## config.mk

```make
export PLATFORM = sky130hd
export DESIGN_NAME = alu_driver_flat
export DESIGN_NICKNAME = d
export VERILOG_FILES = /design/src/rtl/alu_driver_if.sv /design/src/rtl/alu_driver.sv /design/src/flat_wrapper.sv
export SDC_FILE = /design/constraint.sdc
export NUM_CORES = 1
export LEC_CHECK = 0
export ABC_CLOCK_PERIOD_IN_PS = 3300
export CORE_MARGIN = 8
export CORE_UTILIZATION = 53
export DETAILED_ROUTE_END_ITERATION = 16
export GPL_TIMING_DRIVEN = 0
export MAX_ROUTING_LAYER = met4
export PLACE_DENSITY = 0.87
export SKIP_CTS_REPAIR_TIMING = 1
export SLEW_MARGIN = 20
export SYNTH_ARGS = -nofsm -noshare
export SYNTH_HDL_FRONTEND = slang
export SYNTH_SLANG_ARGS = --single-unit
export TNS_END_PERCENT = 10
```

## constraint.sdc

```tcl
create_clock -name clk -period 3.3 [get_ports clk]
set_input_delay 0.66 -clock clk [delete_from_list [all_inputs] [get_ports clk]]
set_output_delay 0.66 -clock clk [all_outputs]
set_load 0.02 [all_outputs]
```

## src/rtl/alu_driver_if.sv

```systemverilog
// rtl/alu_driver_if.sv - command, external-ALU and result bus of the ALU driver
interface alu_driver_if;
    logic        cmd_valid;
    logic        cmd_ready;
    logic [1:0]  cmd_op;
    logic [15:0] cmd_a;
    logic [15:0] cmd_b;
    logic [1:0]  alu_op;
    logic [15:0] alu_i0;
    logic [15:0] alu_i1;
    logic [15:0] alu_o;
    logic        alu_cout;
    logic        res_valid;
    logic        res_ready;
    logic [15:0] res_data;
    logic        res_cout;
    logic [1:0]  res_op;
    logic        busy;
    logic [15:0] op_count;

    modport slave (
        input  cmd_valid, cmd_op, cmd_a, cmd_b, alu_o, alu_cout, res_ready,
        output cmd_ready, alu_op, alu_i0, alu_i1, res_valid, res_data, res_cout,
               res_op, busy, op_count
    );

    modport master (
        output cmd_valid, cmd_op, cmd_a, cmd_b, alu_o, alu_cout, res_ready,
        input  cmd_ready, alu_op, alu_i0, alu_i1, res_valid, res_data, res_cout,
               res_op, busy, op_count
    );
endinterface

```

## src/rtl/alu_driver.sv

```systemverilog
// rtl/alu_driver.sv - queues ALU commands, drives an external combinational ALU
// and returns captured results in acceptance order.
module alu_driver #(
    parameter int DEPTH = 4
) (
    input  logic       clk,
    input  logic       reset,
    alu_driver_if.slave bus
);
    localparam int AW = (DEPTH > 1) ? $clog2(DEPTH) : 1;
    localparam int CW = AW + 1;

    typedef enum logic [1:0] {IDLE, ISSUE, HOLD} state_t;

    typedef struct packed {
        logic [1:0]  op;
        logic [15:0] a;
        logic [15:0] b;
    } cmd_t;

    state_t          state_q;
    cmd_t            mem_q [DEPTH];
    logic [AW-1:0]   wr_ptr_q;
    logic [AW-1:0]   rd_ptr_q;
    logic [CW-1:0]   count_q;
    logic [1:0]      alu_op_q;
    logic [15:0]     alu_i0_q;
    logic [15:0]     alu_i1_q;
    logic            res_valid_q;
    logic [15:0]     res_data_q;
    logic            res_cout_q;
    logic [1:0]      res_op_q;
    logic [15:0]     op_count_q;

    logic            push;
    logic            pop;
    logic            fifo_empty;
    cmd_t            head;

    // Ready comes only from the registered count, so a full FIFO stays closed
    // even on the cycle its head is being popped.
    assign bus.cmd_ready = (count_q != CW'(DEPTH));
    assign push          = bus.cmd_valid && bus.cmd_ready;
    assign pop           = (state_q == ISSUE);
    assign fifo_empty    = (count_q == '0);
    assign head          = mem_q[rd_ptr_q];

    always_ff @(posedge clk) begin
        if (push) begin
            mem_q[wr_ptr_q] <= '{op: bus.cmd_op, a: bus.cmd_a, b: bus.cmd_b};
        end
    end

    always_ff @(posedge clk or posedge reset) begin
        if (reset) begin
            state_q     <= IDLE;
            wr_ptr_q    <= '0;
            rd_ptr_q    <= '0;
            count_q     <= '0;
            alu_op_q    <= '0;
            alu_i0_q    <= '0;
            alu_i1_q    <= '0;
            res_valid_q <= 1'b0;
            res_data_q  <= '0;
            res_cout_q  <= 1'b0;
            res_op_q    <= '0;
            op_count_q  <= '0;
        end else begin
            if (push) wr_ptr_q <= wr_ptr_q + AW'(1);
            if (pop)  rd_ptr_q <= rd_ptr_q + AW'(1);
            case ({push, pop})
                2'b10:   count_q <= count_q + CW'(1);
                2'b01:   count_q <= count_q - CW'(1);
                default: count_q <= count_q;
            endcase

            case (state_q)
                IDLE: begin
                    if (!fifo_empty) begin
                        alu_op_q <= head.op;
                        alu_i0_q <= head.a;
                        alu_i1_q <= head.b;
                        state_q  <= ISSUE;
                    end
                end
                ISSUE: begin
                    res_data_q  <= bus.alu_o;
                    res_cout_q  <= bus.alu_cout;
                    res_op_q    <= alu_op_q;
                    res_valid_q <= 1'b1;
                    state_q     <= HOLD;
                end
                HOLD: begin
                    if (bus.res_ready) begin
                        res_valid_q <= 1'b0;
                        op_count_q  <= op_count_q + 16'd1;
                        // The head was already popped in ISSUE, so count_q is current.
                        if (!fifo_empty) begin
                            alu_op_q <= head.op;
                            alu_i0_q <= head.a;
                            alu_i1_q <= head.b;
                            state_q  <= ISSUE;
                        end else begin
                            state_q  <= IDLE;
                        end
                    end
                end
                default: state_q <= IDLE;
            endcase
        end
    end

    assign bus.alu_op    = alu_op_q;
    assign bus.alu_i0    = alu_i0_q;
    assign bus.alu_i1    = alu_i1_q;
    assign bus.res_valid = res_valid_q;
    assign bus.res_data  = res_data_q;
    assign bus.res_cout  = res_cout_q;
    assign bus.res_op    = res_op_q;
    assign bus.op_count  = op_count_q;
    assign bus.busy      = (state_q != IDLE) || !fifo_empty;
endmodule

```

## src/flat_wrapper.sv

```systemverilog
// flat-port wrapper written by rule: the top's interface ports become plain ports
module alu_driver_flat 
#(
    parameter int DEPTH = 4
)
  (clk, reset, bus_cmd_valid, bus_cmd_op, bus_cmd_a, bus_cmd_b, bus_alu_o, bus_alu_cout, bus_res_ready, bus_cmd_ready, bus_alu_op, bus_alu_i0, bus_alu_i1, bus_res_valid, bus_res_data, bus_res_cout, bus_res_op, bus_busy, bus_op_count);
  alu_driver_if bus_i ();
  input  logic clk;
  input  logic reset;
  input wire logic [$bits(bus_i.cmd_valid)-1:0] bus_cmd_valid;
  input wire logic [$bits(bus_i.cmd_op)-1:0] bus_cmd_op;
  input wire logic [$bits(bus_i.cmd_a)-1:0] bus_cmd_a;
  input wire logic [$bits(bus_i.cmd_b)-1:0] bus_cmd_b;
  input wire logic [$bits(bus_i.alu_o)-1:0] bus_alu_o;
  input wire logic [$bits(bus_i.alu_cout)-1:0] bus_alu_cout;
  input wire logic [$bits(bus_i.res_ready)-1:0] bus_res_ready;
  output wire logic [$bits(bus_i.cmd_ready)-1:0] bus_cmd_ready;
  output wire logic [$bits(bus_i.alu_op)-1:0] bus_alu_op;
  output wire logic [$bits(bus_i.alu_i0)-1:0] bus_alu_i0;
  output wire logic [$bits(bus_i.alu_i1)-1:0] bus_alu_i1;
  output wire logic [$bits(bus_i.res_valid)-1:0] bus_res_valid;
  output wire logic [$bits(bus_i.res_data)-1:0] bus_res_data;
  output wire logic [$bits(bus_i.res_cout)-1:0] bus_res_cout;
  output wire logic [$bits(bus_i.res_op)-1:0] bus_res_op;
  output wire logic [$bits(bus_i.busy)-1:0] bus_busy;
  output wire logic [$bits(bus_i.op_count)-1:0] bus_op_count;
  assign bus_i.cmd_valid = bus_cmd_valid;
  assign bus_i.cmd_op = bus_cmd_op;
  assign bus_i.cmd_a = bus_cmd_a;
  assign bus_i.cmd_b = bus_cmd_b;
  assign bus_i.alu_o = bus_alu_o;
  assign bus_i.alu_cout = bus_alu_cout;
  assign bus_i.res_ready = bus_res_ready;
  assign bus_cmd_ready = bus_i.cmd_ready;
  assign bus_alu_op = bus_i.alu_op;
  assign bus_alu_i0 = bus_i.alu_i0;
  assign bus_alu_i1 = bus_i.alu_i1;
  assign bus_res_valid = bus_i.res_valid;
  assign bus_res_data = bus_i.res_data;
  assign bus_res_cout = bus_i.res_cout;
  assign bus_res_op = bus_i.res_op;
  assign bus_busy = bus_i.busy;
  assign bus_op_count = bus_i.op_count;
  alu_driver #(.DEPTH(DEPTH)) u_core (.clk(clk), .reset(reset), .bus(bus_i));
endmodule
```

==> impl_metrics.py <==
metrics = {
    "timing": {
        "rsz0062_at_grt": "no",
        "fin_ws_ns": 0.594,
        "fmax_mhz": 370,
        "setup_viol": 0,
        "period_share_pct": 82.0,
        "hold_violations": 0,
        "max_slew_margin_pct": 52.2,
        "worstMarginPinSlew_ns": 0.717,
        "slew_violations": 0,
        "min_period_ns": 2.71,
        "finalClockSkew_ns": 0.0112,
    },
    "synthesis": {
        "synthSimpleGateAreaFrac_pct": 2.85,
        "synthMuxAreaShare_pct": 17.8,
        "syn_area_per_cell_um2": 20.5,
        "synth_cell_types": 34,
        "async_flop_share_pct": 36.7,
        "synth_fa_ha_area_share_pct": 1.16,
        "synth_warnings": 0,
        "syn_nets": 462,
        "postSynthCellCount": 400,
        "ys_seq_area_share_pct": 73.8,
        "synth_edf_count": 136,
        "synth-seq-cells": 215,
        "synth_top_family_by_area": "multiplexers",
        "synth_area_um2": 8210,
        "synth_ff_type": "edfxtp_1",
        "synth-compound-area-share_pct": 0.457,
        "synth_xor_area_share_pct": 2.24,
    },
    "layout": {
        "layout.nets": 617,
        "diodes": 0,
        "areaGrowthSynthToFinish_pct": 28.1,
        "final_layout_size_suffix_gt1_share_pct": 22.6,
        "final_cell_mix": "edfxtp_1 (136), clkdlybuf4s50_1 (126), dfrtp_1 (79)",
        "final_area_um2": 10500,
        "fin_cells": 759,
        "nFillCells": 968,
        "final_core_util_pct": 69.2,
        "final_common_cell": "edfxtp_1",
    },
    "critical_path": {
        "r2r_start": "u_core.state_q[0]",
        "cp.required_ns": 2.64,
        "crit_type": "register to output port",
        "r2r_end": "u_core.count_q[2]",
        "reg2reg_slack_ns": 0.92,
        "arrival_ns": 2.05,
        "endpoint_kind": "output port",
        "cp-start-kind": "register",
        "reg2regPathDepth": 9,
        "cp_max_fo": 3,
    },
    "clock_tree": {
        "htree_num_levels": 1,
        "cts_root_buf": "clkbuf_16",
        "cts_tree": "built",
        "cts.sinks": 215,
        "clk_pin_slew_ns": 0.06,
        "clk_latency_ns": 0.49,
        "clockBufferDepth": 3,
        "cts_buffers": 22,
    },
    "flow_run": {
        "max_cap_violations": 0,
    },
    "placed_design": {
        "place_hpwl_um": 10700,
        "placed_cell_area_um2": 9830,
        "portBuffers": 126,
        "preCtsSetupSlack_ns": 0.701,
        "gp_congestion": 0.782,
        "place_inst": 719,
    },
    "hold_path": {
        "hold_depth": 1,
        "min_from": "u_core.bus.op_count[14]",
        "hold_end": "u_core.bus.op_count[14]",
        "hold_path_class": "register to register",
    },
    "global_routing": {
        "grt_pass1_vias": 4593,
        "antenna_found_initial": 0,
        "overflow": 0,
        "grt_max_degree": 50,
        "grtUsageTotal_pct": 16.9,
        "grt_pass1_wl_um": 25100,
    },
    "power": {
        "ir_drop_uv": 589,
        "p_leak_nw": 3.93,
        "finalPower_mw": 10.1,
        "powerDensity_nw_per_um2": 959,
    },
    "floorplan": {
        "core-area_um2": 15200,
        "ios": 127,
        "die_w_um": 140,
        "rows": 45,
        "start_util_pct": 54.0,
        "die-area_um2": 19700,
        "fp.dieH_um": 140,
    },
    "routing": {
        "ant_nets": 0,
        "vias": 4159,
        "wl_um": 15900,
        "dr.first_iter.drc_count": 167,
        "via_per_inst": 5.48,
        "drc": 0,
        "drt_pass1_iterations": 4,
        "wl_per_cell_um": 20.9,
    },
    "outcome": {
        "status": "finished, final reports clean",
    },
}
## cell type report
cell class	instances	area [um^2]	area share, %
Sequential cell	215	6060	57.6
Multi-Input combinational cell	163	2010	19.2
Timing Repair Buffer	131	1380	13.1
Clock buffer	38	674	6.41
Tap cell	188	235	2.24
Buffer	14	114	1.08
Inverter	8	32.5	0.309
Clock inverter	2	11.3	0.107
## how the worst max path moves through the flow
stage,startpoint,end,depth (start not counted)
after floorplan,reset,u_core.bus.alu_i0[0],1
after global routing,u_core.count_q[2],bus_busy,3
after global placement,reset,u_core.bus.alu_i0[0],2
after CTS,u_core.count_q[2],bus_busy,3
final,u_core.count_q[2],bus_busy,3
after detailed placement,bus_res_ready,u_core.bus.alu_i1[0],5
## sequential cells by signal, indices dropped and copies added (netlist names)
| register | flops |
|---|---|
| u_core.bus.alu_i0 | 16 |
| u_core.bus.alu_i1 | 16 |
| u_core.bus.alu_op | 2 |
| u_core.bus.op_count | 16 |
| u_core.bus.res_cout | 1 |
| u_core.bus.res_data | 16 |
| u_core.bus.res_op | 2 |
| u_core.bus.res_valid | 1 |
| u_core.count_q | 3 |
| u_core.mem_q | 136 |
| u_core.rd_ptr_q | 2 |
| u_core.state_q | 2 |
| u_core.wr_ptr_q | 2 |
## stage by stage
| stage | TNS, ns | hold WS, ns |
|---|---|---|
| CTS | 0 | 0.496 |
| global placement | -59.84 | 0.458 |
| global route | 0 | 0.504 |
| detailed placement | 0 | 0.489 |
| finish | 0 | 0.493 |
| floorplan | 0 | 0.460 |
## where the power goes
part / internal [mW] / switching (mW)
Clock: 1.39 / 0.939
Sequential: 3.69 / 0.354
Combinational: 1.98 / 1.74
## critical path, cell delays in order (launching register included)
cell	delay, ns
dfrtp_1	0.41
nor3_1	0.46
nand2_1	0.11
clkdlybuf4s50_1	0.57
## cells in the mapped netlist, types with 6 or more instances
master,count,area (um^2)
mux2_2,44,495
mux2_4,9,135
edfxtp_1,136,4080
buf_6,7,78.8
dfrtp_1,79,1980
inv_1,7,26.3
and3_1,8,50.1
xor2_1,8,70.1
mux4_2,23,518
nand2_1,8,30.0
ha_1,6,75.1
nand3_1,9,45.0
nor2_1,6,22.5
mux4_1,11,289
xnor2_1,13,114
## logic make-up (layout without fill, tap and decap cells)
family / after synthesis / after routing
flip-flops: 215 / 215
multiplexers: 89 / 89
AND/OR/NAND/NOR: 42 / 42
buffers and inverters: 22 / 193
XOR/XNOR: 21 / 21
adder cells (fa/ha/maj): 7 / 7
AO/OA/AOI/OAI: 4 / 4
## per-layer routing
metal,track usage [%],vias up,wire length (um)
li1,-,1866,-
met1,19.7,2136,6530
met2,28.6,129,8030
met3,3.98,28,1040
met4,5.15,0,271
met5,-,-,0
No activity file was read; power rests on OpenSTA's default activity.
